`src/rtl/tabl_pkg.sv`:
```
// Shared definitions for the truth-table capture block: state encoding,
// default geometry and the table-depth macro.
`ifndef TABL_PKG_SV
`define TABL_PKG_SV

`define TABL_DEPTH(n) (1 << (n))

package tabl_pkg;

    typedef enum logic [1:0] {
        ST_IDLE   = 2'd0,
        ST_SETTLE = 2'd1,
        ST_SAMPLE = 2'd2
    } state_t;

    localparam int N_IN_DEF   = 4;
    localparam int SETTLE_DEF = 2;

endpackage

`endif

```
`src/rtl/tabl_settle_cnt.sv`:
```
// Settle-time counter: counts while enabled, flags the last settle cycle.
module tabl_settle_cnt #(
    parameter int SETTLE = 2
) (
    input  logic clk,
    input  logic rst,
    input  logic clr,
    input  logic en,
    output logic tc
);

    logic [7:0] cnt;

    always_ff @(posedge clk or posedge rst) begin
        if (rst) begin
            cnt <= '0;
        end else if (clr) begin
            cnt <= '0;
        end else if (en) begin
            cnt <= cnt + 8'd1;
        end
    end

    assign tc = (cnt == 8'(SETTLE - 1));

endmodule

```
`src/rtl/tabl_capture.sv`:
```
// Truth-table capture: sweeps x_out over all inputs, samples y_in after a settle
// time. Optional float detection via TABL_CAPTURE_FLOAT_DETECT_EN.
module tabl_capture
    import tabl_pkg::*;
#(
    parameter int N_IN   = N_IN_DEF,
    parameter int SETTLE = SETTLE_DEF
) (
    input  logic                          clk,
    input  logic                          rst,
    input  logic                          start,
    output logic [N_IN-1:0]               x_out,
    input  logic                          y_in,
    output logic                          busy,
    output logic                          done,
    output logic [`TABL_DEPTH(N_IN)-1:0]  table_out,
    output logic [`TABL_DEPTH(N_IN)-1:0]  float_mask,
    output logic                          err
);

    localparam int DEPTH = `TABL_DEPTH(N_IN);
    localparam logic [N_IN-1:0] LAST = N_IN'(DEPTH - 1);

    state_t state;
    logic   fin;
    logic   tc;
    logic   cnt_en;
    logic   accept;
    logic   sample_bit;

    assign cnt_en = (state == ST_SETTLE);
    // fin holds the sweep open one extra cycle so done lands after the last sample
    assign accept = (state == ST_IDLE) && !fin && start;

    tabl_settle_cnt #(.SETTLE(SETTLE)) u_settle_cnt (
        .clk (clk),
        .rst (rst),
        .clr (!cnt_en),
        .en  (cnt_en),
        .tc  (tc)
    );

`ifdef TABL_CAPTURE_FLOAT_DETECT_EN
    logic                 is_float;
    logic [DEPTH-1:0]     mask_r;
    logic                 err_r;

    assign sample_bit = (y_in === 1'b1);
    assign is_float   = (y_in !== 1'b0) && (y_in !== 1'b1);

    always_ff @(posedge clk or posedge rst) begin
        if (rst) begin
            mask_r <= '0;
            err_r  <= 1'b0;
        end else if (accept) begin
            mask_r <= '0;
            err_r  <= 1'b0;
        end else if (state == ST_SAMPLE && is_float) begin
            mask_r[x_out] <= 1'b1;
            err_r         <= 1'b1;
        end
    end

    assign float_mask = mask_r;
    assign err        = err_r;
`else
    assign sample_bit = y_in;
    assign float_mask = '0;
    assign err        = 1'b0;
`endif

    always_ff @(posedge clk or posedge rst) begin
        if (rst) begin
            state     <= ST_IDLE;
            fin       <= 1'b0;
            x_out     <= '0;
            busy      <= 1'b0;
            done      <= 1'b0;
            table_out <= '0;
        end else begin
            done <= 1'b0;
            case (state)
                ST_IDLE: begin
                    if (fin) begin
                        fin  <= 1'b0;
                        busy <= 1'b0;
                        done <= 1'b1;
                    end else if (start) begin
                        x_out     <= '0;
                        table_out <= '0;
                        busy      <= 1'b1;
                        state     <= ST_SETTLE;
                    end
                end
                ST_SETTLE: begin
                    if (tc) begin
                        state <= ST_SAMPLE;
                    end
                end
                ST_SAMPLE: begin
                    table_out[x_out] <= sample_bit;
                    if (x_out == LAST) begin
                        fin   <= 1'b1;
                        state <= ST_IDLE;
                    end else begin
                        x_out <= x_out + 1'b1;
                        state <= ST_SETTLE;
                    end
                end
                default: state <= ST_IDLE;
            endcase
        end
    end

endmodule
```
`config.mk`:
```
export PLATFORM = sky130hd
export DESIGN_NAME = tabl_capture
export DESIGN_NICKNAME = d
export VERILOG_FILES = /design/src/rtl/tabl_pkg.sv /design/src/rtl/tabl_settle_cnt.sv /design/src/rtl/tabl_capture.sv
export SDC_FILE = /design/constraint.sdc
export NUM_CORES = 1
export LEC_CHECK = 0
export ABC_AREA = 1
export ABC_CLOCK_PERIOD_IN_PS = 3700
export CAP_MARGIN = 10
export CORE_MARGIN = 2
export CORE_UTILIZATION = 54
export CTS_CLUSTER_SIZE = 14
export DETAILED_ROUTE_END_ITERATION = 10
export PLACE_DENSITY_LB_ADDON = 0.1
export SLEW_MARGIN = 20
export SYNTH_ARGS = -nofsm -noshare
export SYNTH_HDL_FRONTEND = slang
export SYNTH_SLANG_ARGS = --single-unit
```
`constraint.sdc`:
```
create_clock -name clk -period 3.7 [get_ports clk]
set_input_delay 0.74 -clock clk [delete_from_list [all_inputs] [get_ports clk]]
set_output_delay 0.74 -clock clk [all_outputs]
set_load 0.05 [all_outputs]
```
Word level (Yosys, flattened, before mapping)
Cells that the tools add are included.

cells by class
  magnitude comparators = 2
  equality and inequality tests = 9
  reduce and logical (&&, ||, !) cells = 9
  multiplexer cells = 22
  add/subtract/negate cells = 2

operator list
  operator             number
  $mux 16              2
  $pmux 16 s2          1
  $bwmux 16            1
  $mux 4               3
  $ne 2x2->1 const B   5
  $add 8x1->8 const B  1
  $eq 8x1->1 const B   1
  $mux 8               1
  $pmux 4 s2           1
  $mux 1               7
  $mux 2               3
  $pmux 2 s3           1
  $reduce_and 3->1     2
  $lt 4x5->1 const B   1
  $add 4x1->4 const B  1
  $demux 1 s4          1
  $eq 4x4->1 const B   1
  $ge 4x1->1 const B   1
  $reduce_and 2->1     2
  $reduce_and 4->1     1
  $reduce_bool 2->1    2
  $eq 2x1->1 const B   1
  $eq 2x2->1 const B   1
  $logic_not 2->1      1
  other kinds (2)      2

storage, ports and cells
  register bits after elaboration = 33
  output and inout port bits = 39
  input port bits = 4

Logic depth before layout (Yosys ltp)
Gate-level depths: netlist (run 1).

  word-level depth = 6
  gate-level depth with buffers = 8
  mapped depth without buffers = 7

Cells and area by module
Synthesis (run 1) repeated with hierarchy kept, for this count alone.

unflattened totals
  cell total of the unflattened synthesis = 248
  area total of the unflattened synthesis = 1900.6 um^2

by module, submodules not included
  module           area an instance (um^2)  sequential area each (um^2)  times used  cells an instance
  tabl_capture     1392.6                   625.6                        1           179
  tabl_settle_cnt  508.0                    200.2                        1           69

Worst setup path after synthesis (run 1)
No wires, ideal clock.

  path type = flip-flop to flip-flop
  start point = register x_out[0]
  end point = register table_out[8]
  setup time = 0.066 ns
  data required time = 3.634 ns
  clock period less this slack = 1.584 ns
  cell stages (with the launch flop) = 9
  slack = 2.116 ns
  arrival time = 1.518 ns
  cells stage by stage = dfrtp_1 > inv_1 > ha_1 > clkbuf_1 > nand3_1 > nand2_1 > nand2_1 > nand2_1 > nand2_1

between the ends
  cells in the longest elaborated chain, start to end = 6
  elaborated cells on any way between the ends = 7

RTL lines
  item                                                            RTL line             source
  from (decl)                                                     tabl_capture.sv:12   output logic [N_IN-1:0] x_out,
  from (signal assigned)                                          tabl_capture.sv:106  x_out <= x_out + 1'b1;
  $lt 4x5->1 (implied by the code) or $ge 4x1->1 (tied branches)  tabl_capture.sv:101  table_out[x_out] <= sample_bit;
  $logic_and 1x1->1 (implied by the code)                         tabl_capture.sv:101
  $mux 1 (implied by the code)                                    tabl_capture.sv:101
  $demux 1 s4 (*)                                                 tabl_capture.sv:101
  $bwmux 16 (*)                                                   tabl_capture.sv:101
  $pmux 16 s2 (*)                                                 tabl_capture.sv:82   case (state)
  to (signal, indexed assignment)                                 tabl_capture.sv:101
  to (decl)                                                       tabl_capture.sv:16   output logic [`TABL_DEPTH(N_IN)-1:0] table_out,

Every way passes the cells marked *; elsewhere a longest branch is shown, timed or not.
A chain may end at the register's enable or synchronous reset.

Worst setup path in the final report (run 1)
  start point = register x_out[3]
  end point = output x_out[3]

No word-level cell between the ends.

==> results of run 1 <==
==> cell families after synthesis <==
group           Yosys count  synth area share, %
flops                    33                 44.1
fa+ha+maj                 6                 4.01
xor+xnor                  1                0.468
simple gates            151                 34.9
other cells               1                0.200
buf+inv                  45                 13.4
compound gates           11                 2.94
==> final cells by class <==
type                    instances  area (um^2)
flip-flops and latches         33          826
repair buffers                 26          258
multi-input cells             186          857
clock inverters                 2         10.0
inverters                      17         63.8
fillers                       321         1220
clock buffers                   6         41.3
well taps                      46         57.6
==> flip-flops by register name, summed over array words and instances (netlist names) <==
name,cells
busy,1
done,1
fin,1
state,2
table_out,16
u_settle_cnt.cnt,8
x_out,4
==> worst max-delay path by stage <==
stage             start           end  slack, ps  depth (start not counted)
2_1_floorplan  x_out[0]  table_out[8]       2120                          8
3_3_place_gp   x_out[3]      x_out[3]       1400                          1
3_5_place_dp   x_out[3]      x_out[3]       1360                          1
4_1_cts        x_out[3]      x_out[3]        980                          1
5_1_grt        x_out[3]      x_out[3]        880                          1
6_report       x_out[3]      x_out[3]        970                          1
==> synthesized netlist by cell type (all sizes together) <==
cell type  number
nor2           25
conb            1
nand2          87
buf            25
inv            16
nor3            2
o21ai           8
dfrtp          33
or2             1
nand4          12
clkbuf          3
clkinv          1
ha              6
nand3          24
xor2            1
a21oi           3
==> power by group through the flow <==
stage | Clock (mW) | Sequential [mW] | Combinational (mW)
floorplan | 0 | 0.534 | 0.356
global placement | 0 | 0.490 | 0.487
detailed placement | 0 | 0.490 | 0.492
CTS | 0.199 | 0.484 | 0.494
global route | 0.215 | 0.498 | 0.549
finish | 0.194 | 0.485 | 0.491
==> worst reg2reg max path, cell delays in order, from the launching register on <==
cell and delay, ps:
dfrtp_1 730, clkinv_1 410, nand3_1 180, nand2_1 60
nand2_1 80, nand2_1 50, nand2_1 50
==> per-stage QoR <==
stage	setup slack, ps	instances	instance area [um^2]	hold slack (ps)
after global routing	875	316	2110	511
after global placement	1400	308	2060	455
after detailed placement	1360	308	2060	457
final	966	316	2110	473
after CTS	981	316	2110	480
after floorplan	2120	264	1930	478
==> metal layers <==
layer	routed length, um	global-route usage [%]	vias to the layer above
met5	0	0	-
met4	57	7.50	0
met3	182	5.59	6
met2	1460	29.1	41
met1	1750	27.2	707
li1	-	-	794
==> impl_metrics.yaml, run 1 <==
outcome:
  status: "complete, no violations"
clocking:
  clockRootBuffer: "clkbuf_4"
  cts_buffers: 5
  insertion_delay_ps: 340
  cts_resized: 0
  cts_buffer_depth: 2
  cts_tree: "done"
  post_cts.repair.setup_buffers: 0
  cts.sinks: 33
  cts-htree-levels: 2
  cts_hold_buffers: 0
  path_clk_slew_ps: 90
die:
  coreArea_um2: 3340
  die_w_um: 62.9
  start_util_pct: 56.1
  design.die.area_um2: 3960
  io_pins: 43
  rows: 21
  die_h_um: 62.9
placement:
  dp_hpwl_mm: 2.43
  io_buffers: 25
  place_congestion: 0.786
global_route:
  antenna_found_initial: 0
  grtUsageTotal_pct: 19.6
  grt_start_max_net_pins: 21
  grt_pass1_vias: 1357
  gr-total-overflow: 0
  grt_pass1_wl_mm: 6.11
worst_hold_path:
  hp-class: "register to register"
  whs_path_depth: 2
  whs_endpoint: "table_out[5]"
  worstHoldStart: "table_out[5]"
power_and_ir_drop:
  sequentialPowerShare_pct: 41.4
  p_total_mw: 1.17
  vdd_drop_max_uv: 356
  internal-power_mw: 0.618
  power_density_nw_per_um2: 553
  p_sw_share_pct: 47.1
  pwr-share-clk_pct: 16.6
  p_sw_mw: 0.551
  p_leak_nw: 1.04
  power.combinational.fraction_pct: 42.0
worst_setup_path:
  cp_num_buf_inv: 1
  critPathLaunchType: "register"
  crit_fanout: 20
  ff2ff_setup_slack_ps: 2080
  reg2reg_depth: 6
  slowest_delay_ps: 930
  critPathSlowestCell: "clkdlybuf4s50_1"
  arrival_ps: 1990
  rr_startpoint: "x_out[2]"
  end_kind: "output pin"
  cp_top_family: "buffers and inverters"
  worstPathRequired_ps: 2960
  path_class: "register to output pin"
  r2r_end: "table_out[9]"
  crit_chain: "clkdlybuf4s50_1"
sta:
  fin_tns_setup_ps: 0
  rsz0062_at_grt: "false"
  layout_min_cycle_time_ps: 2730
  finalSetupViolations: 0
  clock_skew_ps: 8.37
  finalCritPeriodShare_pct: 73.9
  hold_viol_final: 0
  slew_viol_final: 0
  worst-slew-pin-transition_ps: 619
  max-slew-margin-rel_pct: 58.7
  fmax_ghz: 0.366
layout:
  fin_nets: 279
  area_growth_pct: 12.8
  final_cell_mix: "85 x nand2_1, 33 x dfrtp_1, 25 x clkdlybuf4s50_1"
  drive_gt1_share_pct: 5.56
  fin_util_pct: 63.3
  final_common_cell: "nand2_1"
  antenna_cells: 0
routing:
  vias: 1548
  drtAntennaViolNets: 0
  drt-initial-drc-count: 60
  routed_wirelength_mm: 3.45
  viasPerCell: 4.90
  wl_per_cell_um: 10.9
  drt_pre_antenna_iters: 4
  drc: 0
synth:
  yosysSeqAreaShare_pct: 44.1
  synth.area.top_cells: "dfrtp_1 44%, nand2_1 17%, buf_4 6.8%"
  yosys_warnings: 0
  synth-seq-cells: 33
  yosys.area.top_type: "dfrtp_1"
  netlist_instances: 248
  synth_area_um2: 1870
  synth_top_cell_area_share_pct: 44.1
  yosysUniqueCellTypes: 23
  syn_area_per_cell_um2: 7.55
run:
  drv_cap: 0
Note: power is estimated with default switching activity, not from simulation.
==> inputs of run 2 (changes only) <==
Settings changed: ABC_CLOCK_PERIOD_IN_PS 3700 to 2400, CORE_UTILIZATION 54 to 45.
Clock period 3.7 ns to 2.4 ns, I/O delays scaled along.
==> run 2 against run 1 <==
  * Total power is 66% higher
  * Sequential share of layout area is 0.99 points lower
  * Largest cell class unchanged
  * Critical path type unchanged
  * Critical path depth stayed put
  * Combinational power is 60% higher
  * First-iteration DRC count is 93% higher
  * Global-route usage is 1.8 points lower
  * Cell area is 2.6% higher
  * Setup slack worse by 590 ps
  * Clock skew is 4.6 ps lower
==> impl_metrics.yaml, run 2 (synthesis results as in run 1) <==
routing:
  routed_wirelength_mm: 3.65
  vias: 1539
  viasPerCell: 4.79
  wl_per_cell_um: 11.4
  drc: 0
  drtAntennaViolNets: 0
  drt_pre_antenna_iters: 4
  drt-initial-drc-count: 116
outcome:
  status: "complete, no violations"
worst_setup_path:
  cp_top_family: "buffers and inverters"
  critPathLaunchType: "register"
  end_kind: "output pin"
  rr_startpoint: "state[1]"
  critPathSlowestCell: "clkdlybuf4s50_1"
  cp_num_buf_inv: 1
  arrival_ps: 1550
  slowest_delay_ps: 830
  worstPathRequired_ps: 1920
  ff2ff_setup_slack_ps: 840
  crit_fanout: 6
  path_class: "register to output pin"
  reg2reg_depth: 7
  r2r_end: "x_out[1]"
  crit_chain: "clkdlybuf4s50_1"
power_and_ir_drop:
  power_density_nw_per_um2: 894
  p_leak_nw: 1.06
  vdd_drop_max_uv: 450
clocking:
  cts-htree-levels: 2
  insertion_delay_ps: 280
  post_cts.repair.setup_buffers: 0
  cts_tree: "done"
  cts_hold_buffers: 0
  cts_buffer_depth: 2
  clockRootBuffer: "clkbuf_8"
  cts_resized: 0
  cts.sinks: 33
  path_clk_slew_ps: 60
  cts_buffers: 5
sta:
  max-slew-margin-rel_pct: 61.1
  clock_skew_ps: 3.79
  finalSetupViolations: 0
  fmax_ghz: 0.494
  rsz0062_at_grt: "false"
  worst-slew-pin-transition_ps: 583
  layout_setup_ws_ps: 375
  layout_min_cycle_time_ps: 2030
  finalCritPeriodShare_pct: 84.4
  hold_viol_final: 0
  slew_viol_final: 0
  fin_tns_setup_ps: 0
layout:
  final_cell_mix: "85 x nand2_1, 33 x dfrtp_1, 25 x clkdlybuf4s50_1"
  reg_top3: "table_out (16), u_settle_cnt.cnt (8), x_out (4)"
  final_common_cell: "nand2_1"
  area_growth_pct: 15.8
  largest_reg_flops: 16
  fin_nets: 281
  antenna_cells: 0
  nFillCells: 408
  multi_input_area_um2: 857
  regArea_um2: 826
  drive_gt1_share_pct: 5.90
  top_register: "table_out"
placement:
  io_buffers: 25
  place_congestion: 0.776
  dp_hpwl_mm: 2.51
  dp_slack_ps: 668
global_route:
  grt_start_max_net_pins: 34
  grtUsageTotal_pct: 17.9
  gr-total-overflow: 0
  grt_pass1_vias: 1343
  antenna_found_initial: 0
  grt_pass1_wl_mm: 6.15
die:
  coreArea_um2: 4000
  io_pins: 43
  die_w_um: 68.5
  die_h_um: 68.5
  design.die.area_um2: 4690
  rows: 23
  start_util_pct: 46.8
worst_hold_path:
  worstHoldStart: "table_out[8]"
  hp-class: "register to register"
  whs_endpoint: "table_out[8]"
  whs_path_depth: 2
run:
  drv_cap: 0
## run 2: power breakdown
group          switching, mW  internal (mW)  total (mW)
Sequential             0.104          0.625       0.729
Clock                  0.198          0.227       0.425
Combinational          0.561          0.224       0.785
## run 2: per-stage QoR
step	cells	instance area (um^2)	hold WS [ps]	utilization (%)	power, mW
after floorplan	264	1930	478	-	1.37
after global placement	314	2080	457	52.0	1.52
after detailed placement	314	2080	461	52.0	1.53
after CTS	321	2170	477	54.2	1.96
after global routing	321	2170	496	54.2	2.09
final	321	2170	470	54.2	1.94
## run 2: layout make-up
class / instances / share of cell area [%]
well taps: 50 / 2.89
repair buffers: 28 / 12.6
clock buffers: 7 / 3.98
inverters: 17 / 2.94
flip-flops and latches: 33 / 38.1
multi-input cells: 186 / 39.5
## run 2: worst max-delay path by stage
stage | from | to | slack [ps] | cells after the start
after floorplan | x_out[0] | table_out[8] | 820 | 8
after global placement | x_out[1] | x_out[1] | 680 | 1
after detailed placement | x_out[1] | x_out[1] | 670 | 1
after CTS | x_out[1] | x_out[1] | 350 | 1
after global routing | x_out[0] | x_out[0] | 310 | 1
final | x_out[0] | x_out[0] | 370 | 1
## run 2: metal layers
metal / GRT usage, % / vias up / share of wire (%)
met3: 5.19 / 7 / 5.7
met1: 25.6 / 691 / 50
met5: 0 / - / 0
met2: 25.4 / 45 / 43
met4: 6.75 / 0 / 1.7
li1: - / 796 / -
